<file path="config.mk">
export PLATFORM = sky130hd
export DESIGN_NAME = serial_frame_rx
export DESIGN_NICKNAME = d
export VERILOG_FILES = /design/src/rtl/serial_frame_rx.sv
export SDC_FILE = /design/constraint.sdc
export NUM_CORES = 1
export LEC_CHECK = 0
export ABC_CLOCK_PERIOD_IN_PS = 4059
export CORE_MARGIN = 1.5
export CORE_UTILIZATION = 40
export DETAILED_ROUTE_END_ITERATION = 8
export HOLD_SLACK_MARGIN = 0.02
export SYNTH_ARGS = -nofsm -noshare
export SYNTH_HDL_FRONTEND = slang
export SYNTH_SLANG_ARGS = --single-unit
</file>
<file path="constraint.sdc">
create_clock -name clk -period 4.06 [get_ports clk]
set_clock_uncertainty 0.15 [all_clocks]
set_input_delay 1.218 -clock clk [delete_from_list [all_inputs] [get_ports clk]]
set_output_delay 1.218 -clock clk [all_outputs]
set_load 0.005 [all_outputs]
</file>
<file path="src/rtl/serial_frame_rx.sv">
// Serial frame receiver: start bit, DATA_W data bits LSB-first, optional
// even-parity bit and stop bit, decoded from a line that idles high. The
// received byte is presented on a valid/ready output with sticky overrun
// and single-cycle frame/parity error pulses.
module serial_frame_rx #(
  parameter int CLKS_PER_BIT = 4,
  parameter int DATA_W       = 8,
  parameter int PARITY_EN    = 1
) (
  input  logic              clk,
  input  logic              rst_n,
  input  logic              ena,
  input  logic              s_in,
  input  logic              rx_ready,
  output logic [DATA_W-1:0] rx_data,
  output logic              rx_valid,
  output logic              overrun,
  output logic              frame_err,
  output logic              parity_err
);

  localparam int CW = $clog2(CLKS_PER_BIT);
  localparam int BW = $clog2(DATA_W + 1);

  localparam logic [CW-1:0] HALF_M1 = CW'(CLKS_PER_BIT / 2 - 1);
  localparam logic [CW-1:0] FULL_M1 = CW'(CLKS_PER_BIT - 1);
  localparam logic [BW-1:0] LAST_BIT = BW'(DATA_W - 1);

  localparam logic [2:0] S_IDLE   = 3'd0;
  localparam logic [2:0] S_START  = 3'd1;
  localparam logic [2:0] S_DATA   = 3'd2;
  localparam logic [2:0] S_PARITY = 3'd3;
  localparam logic [2:0] S_STOP   = 3'd4;

  logic              r_sync1;
  logic              r_sync2;
  logic [2:0]        r_state;
  logic [CW-1:0]     r_clk_cnt;
  logic [BW-1:0]     r_bit_cnt;
  logic [DATA_W-1:0] r_shift;
  logic              r_par;

  logic w_s_sync;
  logic w_tick;
  logic w_stop_done;
  logic w_par_ok;
  logic w_good;
  logic w_hs;
  logic w_load;

  assign w_s_sync = r_sync2;

  // Two-flop synchronizer on the serial line; resets to the idle level and
  // freezes with ena so a paused frame resumes with the same history.
  always_ff @(posedge clk) begin
    if (!rst_n) begin
      r_sync1 <= 1'b1;
      r_sync2 <= 1'b1;
    end else if (ena) begin
      r_sync1 <= s_in;
      r_sync2 <= r_sync1;
    end
  end

  // Sample strobe, frame completion and handshake decisions.
  always_comb begin
    w_tick      = 1'b0;
    w_stop_done = 1'b0;
    w_par_ok    = 1'b1;
    w_good      = 1'b0;
    w_hs        = 1'b0;
    w_load      = 1'b0;
    // START waits half a bit to land mid-bit; later states wait a full bit.
    if (r_state == S_START) w_tick = (r_clk_cnt == HALF_M1);
    else                    w_tick = (r_clk_cnt == FULL_M1);
    w_stop_done = ena && (r_state == S_STOP) && w_tick;
    // r_par holds XOR of data bits and parity bit; even parity means zero.
    if (PARITY_EN != 0) w_par_ok = ~r_par;
    w_good = w_stop_done && w_s_sync && w_par_ok;
    w_hs   = ena && rx_valid && rx_ready;
    // A good frame may load if the slot is empty or is being drained now.
    w_load = w_good && (!rx_valid || w_hs);
  end

  // Receive FSM with bit-time counter, data shift buffer and parity accumulator.
  always_ff @(posedge clk) begin
    if (!rst_n) begin
      r_state   <= S_IDLE;
      r_clk_cnt <= '0;
      r_bit_cnt <= '0;
      r_shift   <= '0;
      r_par     <= 1'b0;
    end else if (ena) begin
      case (r_state)
        S_IDLE: begin
          if (!w_s_sync) begin
            r_state   <= S_START;
            r_clk_cnt <= '0;
          end
        end
        S_START: begin
          if (w_tick) begin
            r_clk_cnt <= '0;
            // A start bit that has gone high again by mid-bit is a glitch.
            if (w_s_sync) begin
              r_state <= S_IDLE;
            end else begin
              r_state   <= S_DATA;
              r_bit_cnt <= '0;
              r_par     <= 1'b0;
            end
          end else begin
            r_clk_cnt <= r_clk_cnt + CW'(1);
          end
        end
        S_DATA: begin
          if (w_tick) begin
            r_clk_cnt <= '0;
            // Shift in at the MSB so the first bit ends up at bit0.
            r_shift   <= {w_s_sync, r_shift[DATA_W-1:1]};
            r_par     <= r_par ^ w_s_sync;
            if (r_bit_cnt == LAST_BIT) begin
              r_bit_cnt <= '0;
              r_state   <= (PARITY_EN != 0) ? S_PARITY : S_STOP;
            end else begin
              r_bit_cnt <= r_bit_cnt + BW'(1);
            end
          end else begin
            r_clk_cnt <= r_clk_cnt + CW'(1);
          end
        end
        S_PARITY: begin
          if (w_tick) begin
            r_clk_cnt <= '0;
            r_par     <= r_par ^ w_s_sync;
            r_state   <= S_STOP;
          end else begin
            r_clk_cnt <= r_clk_cnt + CW'(1);
          end
        end
        S_STOP: begin
          if (w_tick) begin
            r_clk_cnt <= '0;
            r_state   <= S_IDLE;
          end else begin
            r_clk_cnt <= r_clk_cnt + CW'(1);
          end
        end
        default: begin
          r_state   <= S_IDLE;
          r_clk_cnt <= '0;
        end
      endcase
    end
  end

  // Output holding register, sticky overrun and error pulses.
  always_ff @(posedge clk) begin
    if (!rst_n) begin
      rx_data    <= '0;
      rx_valid   <= 1'b0;
      overrun    <= 1'b0;
      frame_err  <= 1'b0;
      parity_err <= 1'b0;
    end else begin
      // Pulses drop every cycle, including while ena is low.
      frame_err  <= 1'b0;
      parity_err <= 1'b0;
      if (ena) begin
        frame_err  <= w_stop_done && !w_s_sync;
        parity_err <= w_stop_done && w_s_sync && !w_par_ok;
        if (w_load) begin
          rx_data  <= r_shift;
          rx_valid <= 1'b1;
        end else if (w_hs) begin
          rx_valid <= 1'b0;
        end
        // A good frame with nowhere to go is dropped and flagged.
        if (w_good && !w_load) overrun <= 1'b1;
        else if (w_hs)         overrun <= 1'b0;
      end
    end
  end

endmodule

</file>
==> flow_metrics.env <==
export IMPL_grt_pass1_wl_mm=5.80
export IMPL_critPathRequiredTime_ns=4.05
export IMPL_grt_total_usage=0.182
export IMPL_syn_area_sq_mm=0.00152
export IMPL_io_buffers=16
export IMPL_cts_max_path_buffers=2
export IMPL_r2r_setup_slack_ns=2.05
export IMPL_yosysSeqAreaShare=0.423
export IMPL_setup_viol=0
export IMPL_rows=22
export IMPL_grt_pass1_vias=1233
export IMPL_overflow=0
export IMPL_clk_pin_slew_worst_paths_ns=0.07
export IMPL_route_detailed_drc=0
export IMPL_numCtsBuffers=5
export IMPL_r2r_start="r_clk_cnt[0]$_SDFFE_PN0P_"
export IMPL_core_sq_mm=0.00366
export IMPL_drt_vias_per_instance=5.59
export IMPL_final_common_cell="dfxtp_1"
export IMPL_synthesis_instances=175
export IMPL_layout_common_cells="dfxtp_1, a21oi_1, clkdlybuf4s50_1"
export IMPL_cts_tree="done"
export IMPL_grt_start_max_net_pins=23
export IMPL_ys_warn_count=0
export IMPL_hp_class="flip-flop to flip-flop"
export IMPL_rsz0062_at_grt="false"
export IMPL_min_delay_path_depth=2
export IMPL_post_route_min_period_ns=3.10
export IMPL_synth_fp_nets=181
export IMPL_clock_latency_ns=0.29
export IMPL_ios=17
export IMPL_antenna_found_initial=0
export IMPL_crit_fanout=9
export IMPL_synth_cell_types=50
export IMPL_dp_cells=229
export IMPL_min_delay_start="rx_data[5]$_SDFFE_PN0P_"
export IMPL_cts_hold_buffers=0
export IMPL_syn2layout_area_growth_pct=18.1
export IMPL_reg2reg_depth=4
export IMPL_finalNonFillerCells=237
export IMPL_peakVddDrop_mv=0.205
export IMPL_drt_initial_drc_count=82
export IMPL_path_cells="clkdlybuf4s50_1, nand3_1, or4_4, o21ai_1, a21oi_1"
export IMPL_avgRoutedWirePerCell_microns=14.4
export IMPL_async_reset_ff_frac=0
export IMPL_wl_mm=3.41
export IMPL_clock_fmax_mhz=323
export IMPL_die_y_microns=64.5
export IMPL_pre_cts_ws_ns=0.689
export IMPL_synth_top_flop_cell="dfxtp_1"
export IMPL_gp_congestion=0.771
export IMPL_critical_path_class="input pin to flip-flop"
export IMPL_layout_nets=194
export IMPL_cts_root_buf="clkbuf_8"
export IMPL_die_area_sq_mm=0.00417
export IMPL_initial_utilization=0.414
export IMPL_critPathTopFamily="simple AND/OR/NAND/NOR gates"
export IMPL_finalHoldViolCount=0
export IMPL_maxSlewViolCount=0
export IMPL_p_per_area_mw_per_mm2=368
export IMPL_tightest_slew_ns=0.697
export IMPL_period_share=0.763
export IMPL_die_width_microns=64.5
export IMPL_worst_setup_path_end_kind="flip-flop"
export IMPL_r2r_end="rx_data[7]$_SDFFE_PN0P_"
export IMPL_cts_setup_buffers=0
export IMPL_num_antenna_cells=0
export IMPL_hold_ws_ns=0.325
export IMPL_hold_end="rx_data[5]$_SDFFE_PN0P_"
export IMPL_cp_buffers_inverters=1
export IMPL_setup_ws_ns=0.963
export IMPL_firstDrtPassIters=4
export IMPL_htreeDepth=2
export IMPL_fin_setup_tns_ns=0
export IMPL_yosys_register_bits=32
export IMPL_status="finished, final reports clean"
export IMPL_relSlewSlack=0.535
export IMPL_critPathLaunchType="input pin"
export IMPL_vias=1324
export IMPL_ant_nets=0
export IMPL_dp_hpwl_mm=2.29
export IMPL_cts_sinks=32
export IMPL_power_leakage_uw=0.000599
export IMPL_synth_edff_count=0
export IMPL_crit_path_top_delay_cell="clkdlybuf4s50_1"
export IMPL_cts_resized=0
export IMPL_cap_violations=0
export IMPL_finalCoreUtilization=0.489
export IMPL_drive_gt1_frac=0.0952
export IMPL_arrival_ns=3.08
export IMPL_avgSynthCellArea_sq_um=8.66
export IMPL_cpPeakStageDelay_ns=0.66
==> worst max-delay path by stage <==
stage | startpoint | to | slack (ns) | cells after the start
finish | ena | rx_data[7]$_SDFFE_PN0P_ | 0.96 | 5
CTS | ena | rx_data[7]$_SDFFE_PN0P_ | 0.99 | 5
floorplan | ena | rx_data[0]$_SDFFE_PN0P_ | 1.35 | 6
global placement | ena | rx_data[1]$_SDFFE_PN0P_ | 0.76 | 5
detailed placement | ena | rx_data[7]$_SDFFE_PN0P_ | 0.69 | 5
global route | ena | overrun$_SDFFE_PN0P_ | 0.82 | 5
==> metal layers <==
| layer | global-route usage | wire (microns) | vias up |
|---|---|---|---|
| met5 | 0 | 0 | - |
| met4 | 0.0798 | 62 | 0 |
| met3 | 0.0486 | 188 | 7 |
| met2 | 0.259 | 1460 | 33 |
| met1 | 0.257 | 1700 | 618 |
| li1 | - | - | 666 |
==> state kept, by name (all words and copies together), names as in the netlist <==
register,count
r_shift,8
rx_data,8
r_bit_cnt,4
r_state,3
r_clk_cnt,2
frame_err,1
overrun,1
parity_err,1
r_par,1
r_sync1,1
r_sync2,1
rx_valid,1
==> power by group <==
group | switching [uW] | leakage, uW | internal, uW
Combinational | 22.4 | 0.000286 | 13.1
Clock | 118 | 0.0000552 | 182
Sequential | 6.33 | 0.000258 | 316
==> through the flow <==
step           power, uW  cell area (sq um)
2_1_floorplan        353               1520
3_3_place_gp         363               1680
3_5_place_dp         364               1680
4_1_cts              667               1790
5_1_grt              689               1790
6_report             658               1790
==> worst register-to-register path, delay by kind of cell, from the launching register on <==
| family | cells | cell delay (ns) |
|---|---|---|
| simple gates | 2 | 0.97 |
| flops | 1 | 0.50 |
| compound gates | 2 | 0.24 |
==> kinds of logic (layout without fill, tap and decap cells) <==
group,count (synthesis),count (layout),synth area share
xor gates and xnor gates,1,1,0.00578
and+or+nand+nor,63,63,0.225
buffers and inverters,18,32,0.0578
AOI/OAI and AO/OA,50,50,0.213
muxes,10,10,0.0669
adders and majority gates,1,1,0.00826
DFF,32,32,0.423
==> area by class of cell <==
class	instances	area (sq um)
tap	48	60.1
multi-input combinational	125	787
timing repair buffer	17	168
inverter	7	26.3
fill	352	1870
clock inverter	2	35.0
clock buffer	6	72.6
sequential	32	641
==> cell usage after synthesis, types with 2 or more instances <==
cell type / n / area share
nor4_1: 4 / 0.017
buf_2: 4 / 0.013
o21ai_0: 2 / 0.0066
dfxtp_1: 32 / 0.42
o22ai_1: 2 / 0.0083
nor3_1: 2 / 0.0066
clkbuf_1: 4 / 0.0099
o311ai_0: 2 / 0.012
nand2_1: 13 / 0.032
o41ai_1: 2 / 0.012
nand3_1: 12 / 0.040
mux2i_1: 9 / 0.059
nand3b_1: 2 / 0.0099
nor2_1: 12 / 0.030
a21oi_1: 18 / 0.059
nand2b_1: 4 / 0.017
o21ai_1: 7 / 0.023
buf_4: 2 / 0.0099
o31ai_1: 4 / 0.020
inv_1: 6 / 0.015
a31oi_1: 2 / 0.0083
o31a_1: 2 / 0.012
Power figures use the tool's default switching activity.
==> RTL edit, RTL diff (config.mk and constraints unchanged) <==
`PARITY_EN`: 1 -> 0.
--- a/src/rtl/serial_frame_rx.sv
+++ b/src/rtl/serial_frame_rx.sv
@@ -5,7 +5,7 @@
 module serial_frame_rx #(
   parameter int CLKS_PER_BIT = 4,
   parameter int DATA_W       = 8,
-  parameter int PARITY_EN    = 1
+  parameter int PARITY_EN    = 0
 ) (
   input  logic              clk,
   input  logic              rst_n,
Check against the original RTL: same outputs for any inputs over 10 cycles, from zero or initial values and one cycle with rst_n low; that may be too few to reach the edited logic, so the function may still have changed.
==> RTL edit against the original RTL <==
Wire length down 23%; largest power group unchanged; non-clock buffer count fell by 1; largest cell class unchanged; combinational power shrank 26%; synthesized area shrank 7.6%; sequential cell count decreased by 2; setup slack improved by 170 ps; global-route usage fell by 3.0 points; total power fell by 22%; cell area down 11%.
==> RTL edit: results (changes against the original RTL) <==
post-detailed-route wirelength per cell -> 11.8 um (-18%)
most frequent cells after synthesis -> nand2_1 (36), dfxtp_1 (30), a21oi_1 (14)
Yosys warning total -> 0 (unchanged)
GRT Util Overall -> 0.152 (-0.0295)
number of synthesized flops with an enable pin -> 0 (unchanged)
Peak VDD IR -> 0.150 mV (-27%)
CTS buffer count -> 5 (unchanged)
syn_area_per_cell -> 8.49 um^2 (-2.0%)
Max H-tree Level -> 2 (unchanged)
outcome -> finished, final reports clean
dpl cells -> 214 (-6.6%)
RD Place Congestion -> 0.734 (-4.9%)
async set-reset flop share out of synthesis -> 0 (unchanged)
Initial DRC Count -> 70 (-15%)
Synth Flop Type -> dfxtp_1
vias in the first global route -> 1,007 (-18%)
ranking of synthesized cells by area -> dfxtp_1 (43%), nand2_1 (9.7%), a21oi_1 (5.0%), nand3_1 (3.9%), o21ai_0 (3.6%)
I/O Buffers -> 15 (-1)
largest net degree at the start of global routing -> 31 (+35%)
initial antenna violation count -> 0 (unchanged)
Via density -> 5.23 (-6.5%)
critical path arrival -> 3000 ps (-80 ps)
distinct cell type count after synthesis -> 43 (-14%)
sequential share of the synthesized area -> 0.429 (+0.00616)
crit-path max FO -> 11 (+2)
placed inst area -> 0.00153 mm^2 (-8.9%)
Post-Syn Nets -> 171 (-5.5%)
Hold Crit Class -> flip-flop to flip-flop
Clock Path Buffers -> 2 (unchanged)
CP max-delay cell -> clkdlybuf4s50_1
GR Overflow Total -> 0 (unchanged)
cts repair resizes -> 0 (unchanged)
Setup Fix Bufs, Post-CTS -> 0 (unchanged)
Post-Route WL -> 2610 um (-23%)
fillcell total -> 330 (-6.3%)
Final nets -> 181 (-6.7%)
first-pass iteration count of the detailed router -> 4 (unchanged)
slowest stage delay, CP -> 710 ps (+50 ps)
layout cell share with drive strength beyond 1 -> 0.0966 (+0.00135)
first-pass GRT wire length -> 4680 um (-19%)
clock slew at the register clock pins of the worst setup and hold paths -> 90 ps (+20 ps)
later-pin clock latency in the skew report -> 320 ps (+30 ps)
largest registers -> r_shift: 8 flops, rx_data: 8 flops, r_bit_cnt: 4 flops
dpl hpwl -> 1840 um (-20%)
n_diodes -> 0 (unchanged)
Static Leakage -> 0.555 nW (-7.4%)
DP Worst Slack -> 792 ps (+102 ps)
Root Driver -> clkbuf_4
kind of cell adding the most delay to the critical path -> buffers and inverters
==> RTL edit: cell families after synthesis <==
logic type,count (synthesis),synth area share
simple gates,74,0.278
compound gates,40,0.189
flops,30,0.429
buf+inv,15,0.0643
mux,3,0.0214
fa+ha+maj,1,0.00894
other cells,1,0.00268
xor+xnor,1,0.00626
==> RTL edit: final cells by class <==
| cell class | count | area (um^2) | area share |
|---|---|---|---|
| Clock buffer | 7 | 55.1 | 0.0346 |
| Timing Repair Buffer | 16 | 158 | 0.0990 |
| Sequential cell | 30 | 601 | 0.377 |
| Inverter | 2 | 7.51 | 0.00471 |
| Clock inverter | 1 | 5.00 | 0.00314 |
| Multi-Input combinational cell | 120 | 709 | 0.445 |
| Tap cell | 46 | 57.6 | 0.0361 |
==> RTL edit: metal layers <==
layer  track usage  share of wire
met5             0              0
met4        0.0778          0.028
met3        0.0525          0.050
met2         0.220           0.42
met1         0.202           0.50
==> RTL edit: worst reg2reg max path: stages (launching register included) <==
cell,delay [ps]
dfxtp_1,530
nor3b_2,280
and2_1,390
o22ai_1,150
a32o_1,260
==> RTL edit: final timing paths <==
path / startpoint / end / slack [ps] / depth (start not counted)
hold reg to reg: r_shift[0] / r_shift[0] / 320 / 2
setup reg to reg: r_state[1] / r_bit_cnt[3] / 2200 / 4
hold / removal: r_shift[0] / r_shift[0] / 320 / 2
setup / recovery: ena / r_bit_cnt[3] / 1130 / 5
==> RTL edit: where the power goes <==
group	internal, mW	switching [mW]
clock	0.0838	0.0985
sequential	0.296	0.00525
combinational	0.0116	0.0147
total	0.392	0.118
